## config.mk

```make
export PLATFORM = sky130hd
export DESIGN_NAME = spi_rx_deser_flat
export DESIGN_NICKNAME = d
export VERILOG_FILES = /design/src/rtl/spi_rx_deser_if.sv /design/src/rtl/spi_rx_deser.sv /design/src/flat_wrapper.sv
export SDC_FILE = /design/constraint.sdc
export NUM_CORES = 1
export LEC_CHECK = 0
export ABC_AREA = 1
export BUFFER_PORTS_ARGS = -buffer_cell sky130_fd_sc_hd__buf_2
export CELL_PAD_IN_SITES_DETAIL_PLACEMENT = 2
export CELL_PAD_IN_SITES_GLOBAL_PLACEMENT = 2
export CORE_MARGIN = 3
export CORE_UTILIZATION = 35
export CTS_BUF_LIST = sky130_fd_sc_hd__clkbuf_16
export CTS_CLUSTER_DIAMETER = 150
export DETAILED_ROUTE_END_ITERATION = 8
export PLACE_DENSITY_LB_ADDON = 0.1
export SETUP_SLACK_MARGIN = 0.2
export SLEW_MARGIN = 10
export SYNTH_ARGS = -nofsm -noshare
export SYNTH_HDL_FRONTEND = slang
export SYNTH_SLANG_ARGS = --single-unit
```

## constraint.sdc

```tcl
create_clock -name clk_r -period 2.7 [get_ports clk_r]
set_input_delay 0.135 -clock clk_r [delete_from_list [all_inputs] [get_ports clk_r]]
set_output_delay 0.135 -clock clk_r [all_outputs]
set_load 0.05 [all_outputs]
```

## src/rtl/spi_rx_deser_if.sv

```systemverilog
// Received-word handshake between the SPI deserializer and its consumer.
// The master drives data and status pulses; the slave returns rx_rdy.
`timescale 1ns/1ps
interface spi_rx_deser_if #(
  parameter int SPI_RX_WIDTH = 32
);
  logic [SPI_RX_WIDTH-1:0] rx_data;
  logic                    rx_vld;
  logic                    rx_rdy;
  logic                    rx_eot;
  logic                    rx_ovf;
  logic                    rx_err;

  modport master (output rx_data, rx_vld, rx_eot, rx_ovf, rx_err, input rx_rdy);
  modport slave  (input rx_data, rx_vld, rx_eot, rx_ovf, rx_err, output rx_rdy);
endinterface

```

## src/rtl/spi_rx_deser.sv

```systemverilog
// SPI receive deserializer: oversamples the SPI pins in the clk_r domain,
// shifts MSB-first frames and offers right-aligned words on a valid/ready port.
`timescale 1ns/1ps
module spi_rx_deser #(
  parameter int DLY          = 1,
  parameter int SPI_RX_WIDTH = 32,
  parameter int LEN_W        = $clog2(SPI_RX_WIDTH)
) (
  input  logic             clk_r,
  input  logic             rstn_r,
  input  logic             cpol,
  input  logic             cpoa,
  input  logic [LEN_W-1:0] length,
  input  logic             spi_bus_clk,
  input  logic             sdi,
  input  logic             cs_n,
  spi_rx_deser_if.master   rx
);

  localparam int               W       = SPI_RX_WIDTH;
  localparam logic [LEN_W-1:0] LEN_MAX = LEN_W'(W - 1);

  if (W < 4 || (W & (W - 1)) != 0 || DLY < 0) begin : g_bad_cfg
    $error("spi_rx_deser: SPI_RX_WIDTH must be a power of two >= 4");
  end

  typedef enum logic {
    IDLE  = 1'b0,
    SHIFT = 1'b1
  } state_t;

  state_t state_q, state_d;

  logic sck_s1, sck_s2, sck_s3;
  logic sdi_s1, sdi_s2;
  logic cs_s1, cs_s2;

  logic             pol_q, pha_q;
  logic [LEN_W-1:0] len_q;
  logic [LEN_W-1:0] bit_cnt_q;
  logic [W-1:0]     shreg_q;

  logic             latch_cfg, shift_en, frame_done, frame_abort, clear;
  logic             sck_rise, sck_fall, sample_edge;
  logic [W-1:0]     shifted, len_mask;
  logic             load, drop;

  logic [W-1:0]     rx_data_q;
  logic             rx_vld_q, rx_eot_q, rx_ovf_q, rx_err_q;

  // Frame select idles high so a reset never looks like a frame start.
  always_ff @(posedge clk_r or posedge rstn_r) begin
    if (rstn_r) begin
      sck_s1 <= 1'b0;
      sck_s2 <= 1'b0;
      sck_s3 <= 1'b0;
      sdi_s1 <= 1'b0;
      sdi_s2 <= 1'b0;
      cs_s1  <= 1'b1;
      cs_s2  <= 1'b1;
    end else begin
      // NOTE: non-blocking assignments make every stage take its neighbour's
      // pre-edge value, so the chain advances exactly one stage per clock.
      sck_s1 <= spi_bus_clk;
      sck_s2 <= sck_s1;
      sck_s3 <= sck_s2;
      sdi_s1 <= sdi;
      sdi_s2 <= sdi_s1;
      cs_s1  <= cs_n;
      cs_s2  <= cs_s1;
    end
  end

  assign sck_rise    = sck_s2 & ~sck_s3;
  assign sck_fall    = ~sck_s2 & sck_s3;
  assign sample_edge = (pol_q ^ pha_q) ? sck_fall : sck_rise;
  assign shifted     = {shreg_q[W-2:0], sdi_s2};
  assign len_mask    = {W{1'b1}} >> (LEN_MAX - len_q);

  always_ff @(posedge clk_r or posedge rstn_r) begin
    if (rstn_r) state_q <= IDLE;
    else        state_q <= state_d;
  end

  always_comb begin
    state_d = state_q;
    case (state_q)
      IDLE:    if (!cs_s2) state_d = SHIFT;
      SHIFT:   if (cs_s2)  state_d = IDLE;
      default: state_d = IDLE;
    endcase
  end

  always_comb begin
    // NOTE: every output gets a default first, so no branch can leave one
    // unassigned and infer a latch.
    latch_cfg   = 1'b0;
    shift_en    = 1'b0;
    frame_done  = 1'b0;
    frame_abort = 1'b0;
    clear       = 1'b0;
    case (state_q)
      IDLE: begin
        clear     = 1'b1;
        latch_cfg = !cs_s2;
      end
      SHIFT: begin
        if (cs_s2) begin
          clear       = 1'b1;
          frame_abort = (bit_cnt_q != '0);
        end else if (sample_edge) begin
          if (bit_cnt_q == len_q) begin
            frame_done = 1'b1;
            clear      = 1'b1;
          end else begin
            shift_en = 1'b1;
          end
        end
      end
      default: clear = 1'b1;
    endcase
  end

  // Mode and length are frozen for the whole frame at the IDLE->SHIFT step.
  always_ff @(posedge clk_r or posedge rstn_r) begin
    if (rstn_r) begin
      pol_q     <= 1'b0;
      pha_q     <= 1'b0;
      len_q     <= '0;
      bit_cnt_q <= '0;
      shreg_q   <= '0;
    end else begin
      if (latch_cfg) begin
        pol_q <= cpol;
        pha_q <= cpoa;
        len_q <= length;
      end
      if (clear) begin
        bit_cnt_q <= '0;
        shreg_q   <= '0;
      end else if (shift_en) begin
        bit_cnt_q <= bit_cnt_q + 1'b1;
        shreg_q   <= shifted;
      end
    end
  end

  assign load = frame_done && (!rx_vld_q || rx.rx_rdy);
  assign drop = frame_done && rx_vld_q && !rx.rx_rdy;

  always_ff @(posedge clk_r or posedge rstn_r) begin
    if (rstn_r) begin
      rx_data_q <= '0;
      rx_vld_q  <= 1'b0;
      rx_eot_q  <= 1'b0;
      rx_ovf_q  <= 1'b0;
      rx_err_q  <= 1'b0;
    end else begin
      rx_eot_q <= frame_done;
      rx_ovf_q <= drop;
      rx_err_q <= frame_abort;
      if (load) begin
        rx_data_q <= shifted & len_mask;
        rx_vld_q  <= 1'b1;
      end else if (rx_vld_q && rx.rx_rdy) begin
        rx_vld_q <= 1'b0;
      end
    end
  end

  assign rx.rx_data = rx_data_q;
  assign rx.rx_vld  = rx_vld_q;
  assign rx.rx_eot  = rx_eot_q;
  assign rx.rx_ovf  = rx_ovf_q;
  assign rx.rx_err  = rx_err_q;

endmodule

```

## src/flat_wrapper.sv

```systemverilog
// flat-port wrapper written by rule: the top's interface ports become plain ports
module spi_rx_deser_flat 
#(
  parameter int DLY          = 1,
  parameter int SPI_RX_WIDTH = 32,
  parameter int LEN_W        = $clog2(SPI_RX_WIDTH)
)
  (clk_r, rstn_r, cpol, cpoa, length, spi_bus_clk, sdi, cs_n, rx_rx_data, rx_rx_vld, rx_rx_eot, rx_rx_ovf, rx_rx_err, rx_rx_rdy);
  spi_rx_deser_if #(.SPI_RX_WIDTH(SPI_RX_WIDTH)) rx_i ();
  input  logic clk_r;
  input  logic rstn_r;
  input  logic cpol;
  input  logic cpoa;
  input  logic [LEN_W-1:0] length;
  input  logic spi_bus_clk;
  input  logic sdi;
  input  logic cs_n;
  output wire logic [$bits(rx_i.rx_data)-1:0] rx_rx_data;
  output wire logic [$bits(rx_i.rx_vld)-1:0] rx_rx_vld;
  output wire logic [$bits(rx_i.rx_eot)-1:0] rx_rx_eot;
  output wire logic [$bits(rx_i.rx_ovf)-1:0] rx_rx_ovf;
  output wire logic [$bits(rx_i.rx_err)-1:0] rx_rx_err;
  input wire logic [$bits(rx_i.rx_rdy)-1:0] rx_rx_rdy;
  assign rx_rx_data = rx_i.rx_data;
  assign rx_rx_vld = rx_i.rx_vld;
  assign rx_rx_eot = rx_i.rx_eot;
  assign rx_rx_ovf = rx_i.rx_ovf;
  assign rx_rx_err = rx_i.rx_err;
  assign rx_i.rx_rdy = rx_rx_rdy;
  spi_rx_deser #(.DLY(DLY), .SPI_RX_WIDTH(SPI_RX_WIDTH), .LEN_W(LEN_W)) u_core (.clk_r(clk_r), .rstn_r(rstn_r), .cpol(cpol), .cpoa(cpoa), .length(length), .spi_bus_clk(spi_bus_clk), .sdi(sdi), .cs_n(cs_n), .rx(rx_i));
endmodule
```

Yosys cells after proc, flatten, opt, wreduce, memory -nomap -nowiden. Cells that the tools add are included.

Bits in registers: 87. Bits of input ports: 13.

Add/sub/neg operators: 2. Equal/unequal tests: 1. Shift operators: 1. Mux-type cells: 21. Bitwise logic cells: 7. Reduce and logical (&&, ||, !) cells: 11.

Operators by type and width (number): $mux 31 (2); $and 32x32->32 (1); $shr 32x5->32 const A (1); $mux 1 (16); $mux 5 (2); $add 5x1->5 const B (1); $eq 5x5->1 (1); $reduce_bool 5->1 (1); $sub 5x5->5 const A (1); $logic_and 1x1->1 (4); $reduce_bool 2->1 (2); $logic_not 1->1 (3); $not 1->1 (3); $and 1x1->1 (2); $pmux 1 s2 (1); $logic_or 1x1->1 (1); $xor 1x1->1 (1).

Depth between registers and ports, before layout.
Depth in word-level cells: 8. Depth in mapped cells: 11. Mapped depth without buffers: 9.

Worst setup path after synthesis. No wires, ideal clock.

Path kind: flip-flop to flip-flop. Start point: register u_core.bit_cnt_q[2]. End point: register u_core.rx_data_q[0] (netlist: u_core.rx.rx_data[0]). Arrival time: 1.339 ns. Data required time: 2.581 ns. Setup slack: 1.242 ns. Stages on the path, launching flop included: 9. Clock period less this slack: 1.458 ns. Cells stage by stage: dfrtp_1 -> buf_2 -> xnor2_4 -> inv_1 -> nor2_1 -> nand4_1 -> buf_2 -> nand2_1 -> nand2_1.

Cells in the longest elaborated chain, start to end: 6.

Ends and longest elaborated chain: start: declaration (RTL line spi_rx_deser.sv:40) `logic [LEN_W-1:0] bit_cnt_q;`; start signal: assignment (RTL line spi_rx_deser.sv:142) `bit_cnt_q <= bit_cnt_q + 1'b1;`; $eq 5x5->1 (RTL line spi_rx_deser.sv:112) `if (bit_cnt_q == len_q) begin`; $mux 1 (RTL line spi_rx_deser.sv:112); $mux 1 (RTL line spi_rx_deser.sv:111) `end else if (sample_edge) begin`; $mux 1 (RTL line spi_rx_deser.sv:108) `if (cs_s2) begin`; $mux 1 (RTL line spi_rx_deser.sv:102) `case (state_q)`; $logic_and 1x1->1 (RTL line spi_rx_deser.sv:148) `assign load = frame_done && (!rx_vld_q || rx.rx_rdy);`; end signal: assignment (RTL line spi_rx_deser.sv:163) `rx_data_q <= shifted & len_mask;`; end: declaration (RTL line spi_rx_deser.sv:48) `logic [W-1:0] rx_data_q;`.

No other way between the ends. A chain may end at the register's enable or synchronous reset.

Worst setup path after layout.
Start point: register u_core.bit_cnt_q[1]. End point: register u_core.shreg_q[11].

Cells in the longest elaborated chain, start to end: 6. Elaborated cells on any way between the ends: 11. Classes of those cells: eq/ne (1); mux (9); reduce/logical (1).

Ends and longest elaborated chain: $eq 5x5->1 * (RTL line spi_rx_deser.sv:112); $mux 1 (RTL line spi_rx_deser.sv:112); $mux 1 (RTL line spi_rx_deser.sv:111); $mux 1 (RTL line spi_rx_deser.sv:108); $pmux 1 s2 or $mux 1 (tied branches) (RTL line spi_rx_deser.sv:102); $mux 31 or $reduce_bool 2->1 (tied branches); end signal: assignment (RTL line spi_rx_deser.sv:143) `shreg_q <= shifted;`; end: declaration (RTL line spi_rx_deser.sv:41) `logic [W-1:0] shreg_q;`.

Every way passes the cells marked *; elsewhere a longest branch is shown, timed or not.

==> impl_metrics.tcl <==
set metrics [dict create \
    outcome "finished, final reports clean" \
    total_die_area_mm2 0.0132 \
    first_global_vias 3858 \
    crit-reg2reg-launch "u_core.bit_cnt_q[1]" \
    post_route_skew_ns 0.00521 \
    timing.critical_path.to_type "register" \
    min_to "u_core.len_q[0]" \
    num_io_pins 49 \
    clk_latency_worst_skew_pair_ns 0.34 \
    antenna_found_initial 0 \
    post_synth_num_cell_types 28 \
    core_area_mm2 0.0115 \
    yosys_most_used_dff "sky130_fd_sc_hd__dfrtp_1" \
    core.rowCount 39 \
    cp_data_arrival_time_ns 2.08 \
    whs_ns 0.00809 \
    sequential_to_total_area_share_from_yosys_stat_pct 52.5 \
    top_layer "met4" \
    regToRegEndpoint "u_core.shreg_q[11]" \
    hold_violations 0 \
    synth-edff-count 0 \
    maximum_number_of_pins_on_one_net_before_global_route_repair 76 \
    detailroute.wirelength.met3_um 339 \
    routed_wirelength_um 12700 \
    placement.cell_area_mm2 0.00450 \
    syn-instance-count 492 \
    power.leakage_nw 2.65 \
    detailedRoute.firstPassIterationCount 4 \
    avgRoutedWirePerCell_um 18.8 \
    drtAntennaViolNets 0 \
    cts_made_buffers 9 \
    drt_iter0_markers 163 \
    chip_height_um 115 \
    globalRoute.totalOverflow 0 \
    mappedNetlistArea_mm2 0.00415 \
    detailedPlace.worstSlack_ns 0.852 \
    effective_utilization_at_floorplan_pct 36.1 \
    stdcell_count 676 \
    dr_wl_met2_um 5990 \
    min_from "length[0]" \
    power.density_cell_area_mw_per_mm2 591 \
    syn2layout_area_growth_pct 15.3 \
    grt_util_all_layers_pct 20.7 \
    dieWidth_um 115 \
    avgSynthCellArea_um2 8.44 \
    ctsLongestPathBuffers 2 \
    tritoncts "built" \
    postSynth.asyncResetShare_pct 100 \
    worst_slew_margin_rel_pct 40.1 \
    setup_slack_ns 0.847 \
    critical_path.max_fanout 19 \
    fmax_ghz 0.540 \
    synth-warning-count 0 \
    post_route_cells_drive_above_1_share_pct 16.3 \
    dp_hpwl_um 8950 \
    post_route_setup_tns_ns 0 \
    clk_transition_reported_paths_ns 0.06 \
    synth_seq_cells 87 \
    worstHoldPathType "primary input to register" \
    design_area_mm2 0.00479 \
    synth_nets 507 \
    finalCriticalPeriod_ns 1.85 \
    place.port_buffers 48 \
    r2r.worst_path.cells 8 \
    ir_drop_v 0.000233 \
    grt_pass1_wl_um 21200 \
    layout.cells.most_common_list "sky130_fd_sc_hd__nand2_1, sky130_fd_sc_hd__dfrtp_1, sky130_fd_sc_hd__nand4_1" \
    length_of_routed_wiring_on_met1_um 6220 \
    r2r_slack_ns 0.85 \
    viasPerCell 5.37 \
    critical_path.startpoint_type "register" \
    drv_cap 0 \
    finalSetupViolations 0 \
    critPathRequiredTime_ns 2.93 \
    hold_depth 3 \
    slew_violations 0 \
    fin_nets 545 \
    diodes_inserted 0 \
    detailroute.via_count 3628 \
    tightestPinTransition_ns 0.895 \
    cts_htree_levels 3 \
    placed_cells 658 \
    rsz0062_at_grt "false" \
    clock_sinks 87 \
    clockRootBuffer "sky130_fd_sc_hd__clkbuf_16" \
    routabilityCongestion 0.786 \
    final_common_cell "sky130_fd_sc_hd__nand2_1" \
    drc 0 \
    final.period_utilization_pct 68.6 \
    worstSetupPathType "register to register" \
]
-- cell usage after synthesis (4+ instances only) --
library cell / number / area (um^2)
sky130_fd_sc_hd__inv_2: 6 / 22.5
sky130_fd_sc_hd__buf_2: 17 / 85.1
sky130_fd_sc_hd__clkbuf_1: 11 / 41.3
sky130_fd_sc_hd__nor2_1: 22 / 82.6
sky130_fd_sc_hd__buf_1: 4 / 15.0
sky130_fd_sc_hd__o21ai_0: 11 / 55.1
sky130_fd_sc_hd__a21boi_0: 9 / 67.6
sky130_fd_sc_hd__inv_1: 26 / 97.6
sky130_fd_sc_hd__dfrtp_1: 85 / 2130
sky130_fd_sc_hd__nand2_1: 162 / 608
sky130_fd_sc_hd__nand4_1: 69 / 432
sky130_fd_sc_hd__nand3_1: 44 / 220
-- layout make-up --
class                   instances  area (um^2)
clock buffers                   9          225
clock inverters                 5         20.0
fillers                      1294         6730
multi-input cells             337         1680
inverters                      32          121
well taps                     143          179
repair buffers                 63          388
flip-flops and latches         87         2180
-- what timing repair did --
| item | in CTS | in global routing |
|---|---|---|
| endpoints found under the hold margin | 38 | 0 |
| hold buffers | 4 | 0 |
| buffers inserted | 0 | 0 |
| resized for setup | 0 | 0 |
-- state kept, by name (all words and copies together) (netlist names), 5 cells and up --
signal	cells
u_core.len_q	5
u_core.rx.rx_data	32
u_core.shreg_q	31
u_core.bit_cnt_q	5
-- cell families (layout without fill, tap and decap cells) --
family / count (synthesis) / after routing / synth area share, %
simple gates: 307 / 307 / 34.8
flops: 87 / 87 / 52.5
buf+inv: 68 / 109 / 7.29
compound gates: 24 / 24 / 3.58
xor+xnor: 4 / 4 / 1.30
fa+ha+maj: 2 / 2 / 0.602
-- per-layer routing --
metal | up-vias | GRT usage [%]
li1 | 1720 | -
met1 | 1850 | 29.7
met2 | 46 | 32.7
met3 | 12 | 2.89
met4 | 0 | 6.57
met5 | - | 0
-- worst max-delay path, stage by stage, from the launching register on --
cell and delay (ns):
sky130_fd_sc_hd__dfrtp_1 0.51, sky130_fd_sc_hd__inv_1 0.14, sky130_fd_sc_hd__nand2_1 0.10, sky130_fd_sc_hd__nand2_2 0.06, sky130_fd_sc_hd__nor2_4 0.16, sky130_fd_sc_hd__nand4_4 0.28
sky130_fd_sc_hd__buf_4 0.33, sky130_fd_sc_hd__nand4_1 0.09, sky130_fd_sc_hd__nand2_1 0.07
-- how the worst max path moves through the flow --
stage | from | slack, ns | to
global route | u_core.sck_s2 | 0.68 | u_core.rx.rx_data[10]
finish | u_core.bit_cnt_q[1] | 0.85 | u_core.shreg_q[11]
floorplan | rstn_r | 0.32 | u_core.bit_cnt_q[0]
detailed placement | u_core.bit_cnt_q[1] | 0.85 | u_core.shreg_q[11]
CTS | u_core.bit_cnt_q[1] | 0.83 | u_core.shreg_q[11]
global placement | u_core.bit_cnt_q[1] | 0.93 | u_core.shreg_q[3]
-- through the flow --
step	util (%)	power (mW)
global placement	39.1	1.75
detailed placement	39.1	1.76
CTS	41.6	2.86
finish	41.6	2.83
floorplan	-	1.63
global route	41.6	2.97
-- power breakdown --
group          switching (mW)  leakage, nW  internal [mW]  total, mW
Clock                   0.496        0.129          0.599       1.09
Combinational           0.288         1.34         0.0885      0.377
Sequential             0.0288         1.18           1.33       1.36
Total                   0.813         2.65           2.02       2.83
Note: power is estimated with default switching activity, not from simulation.
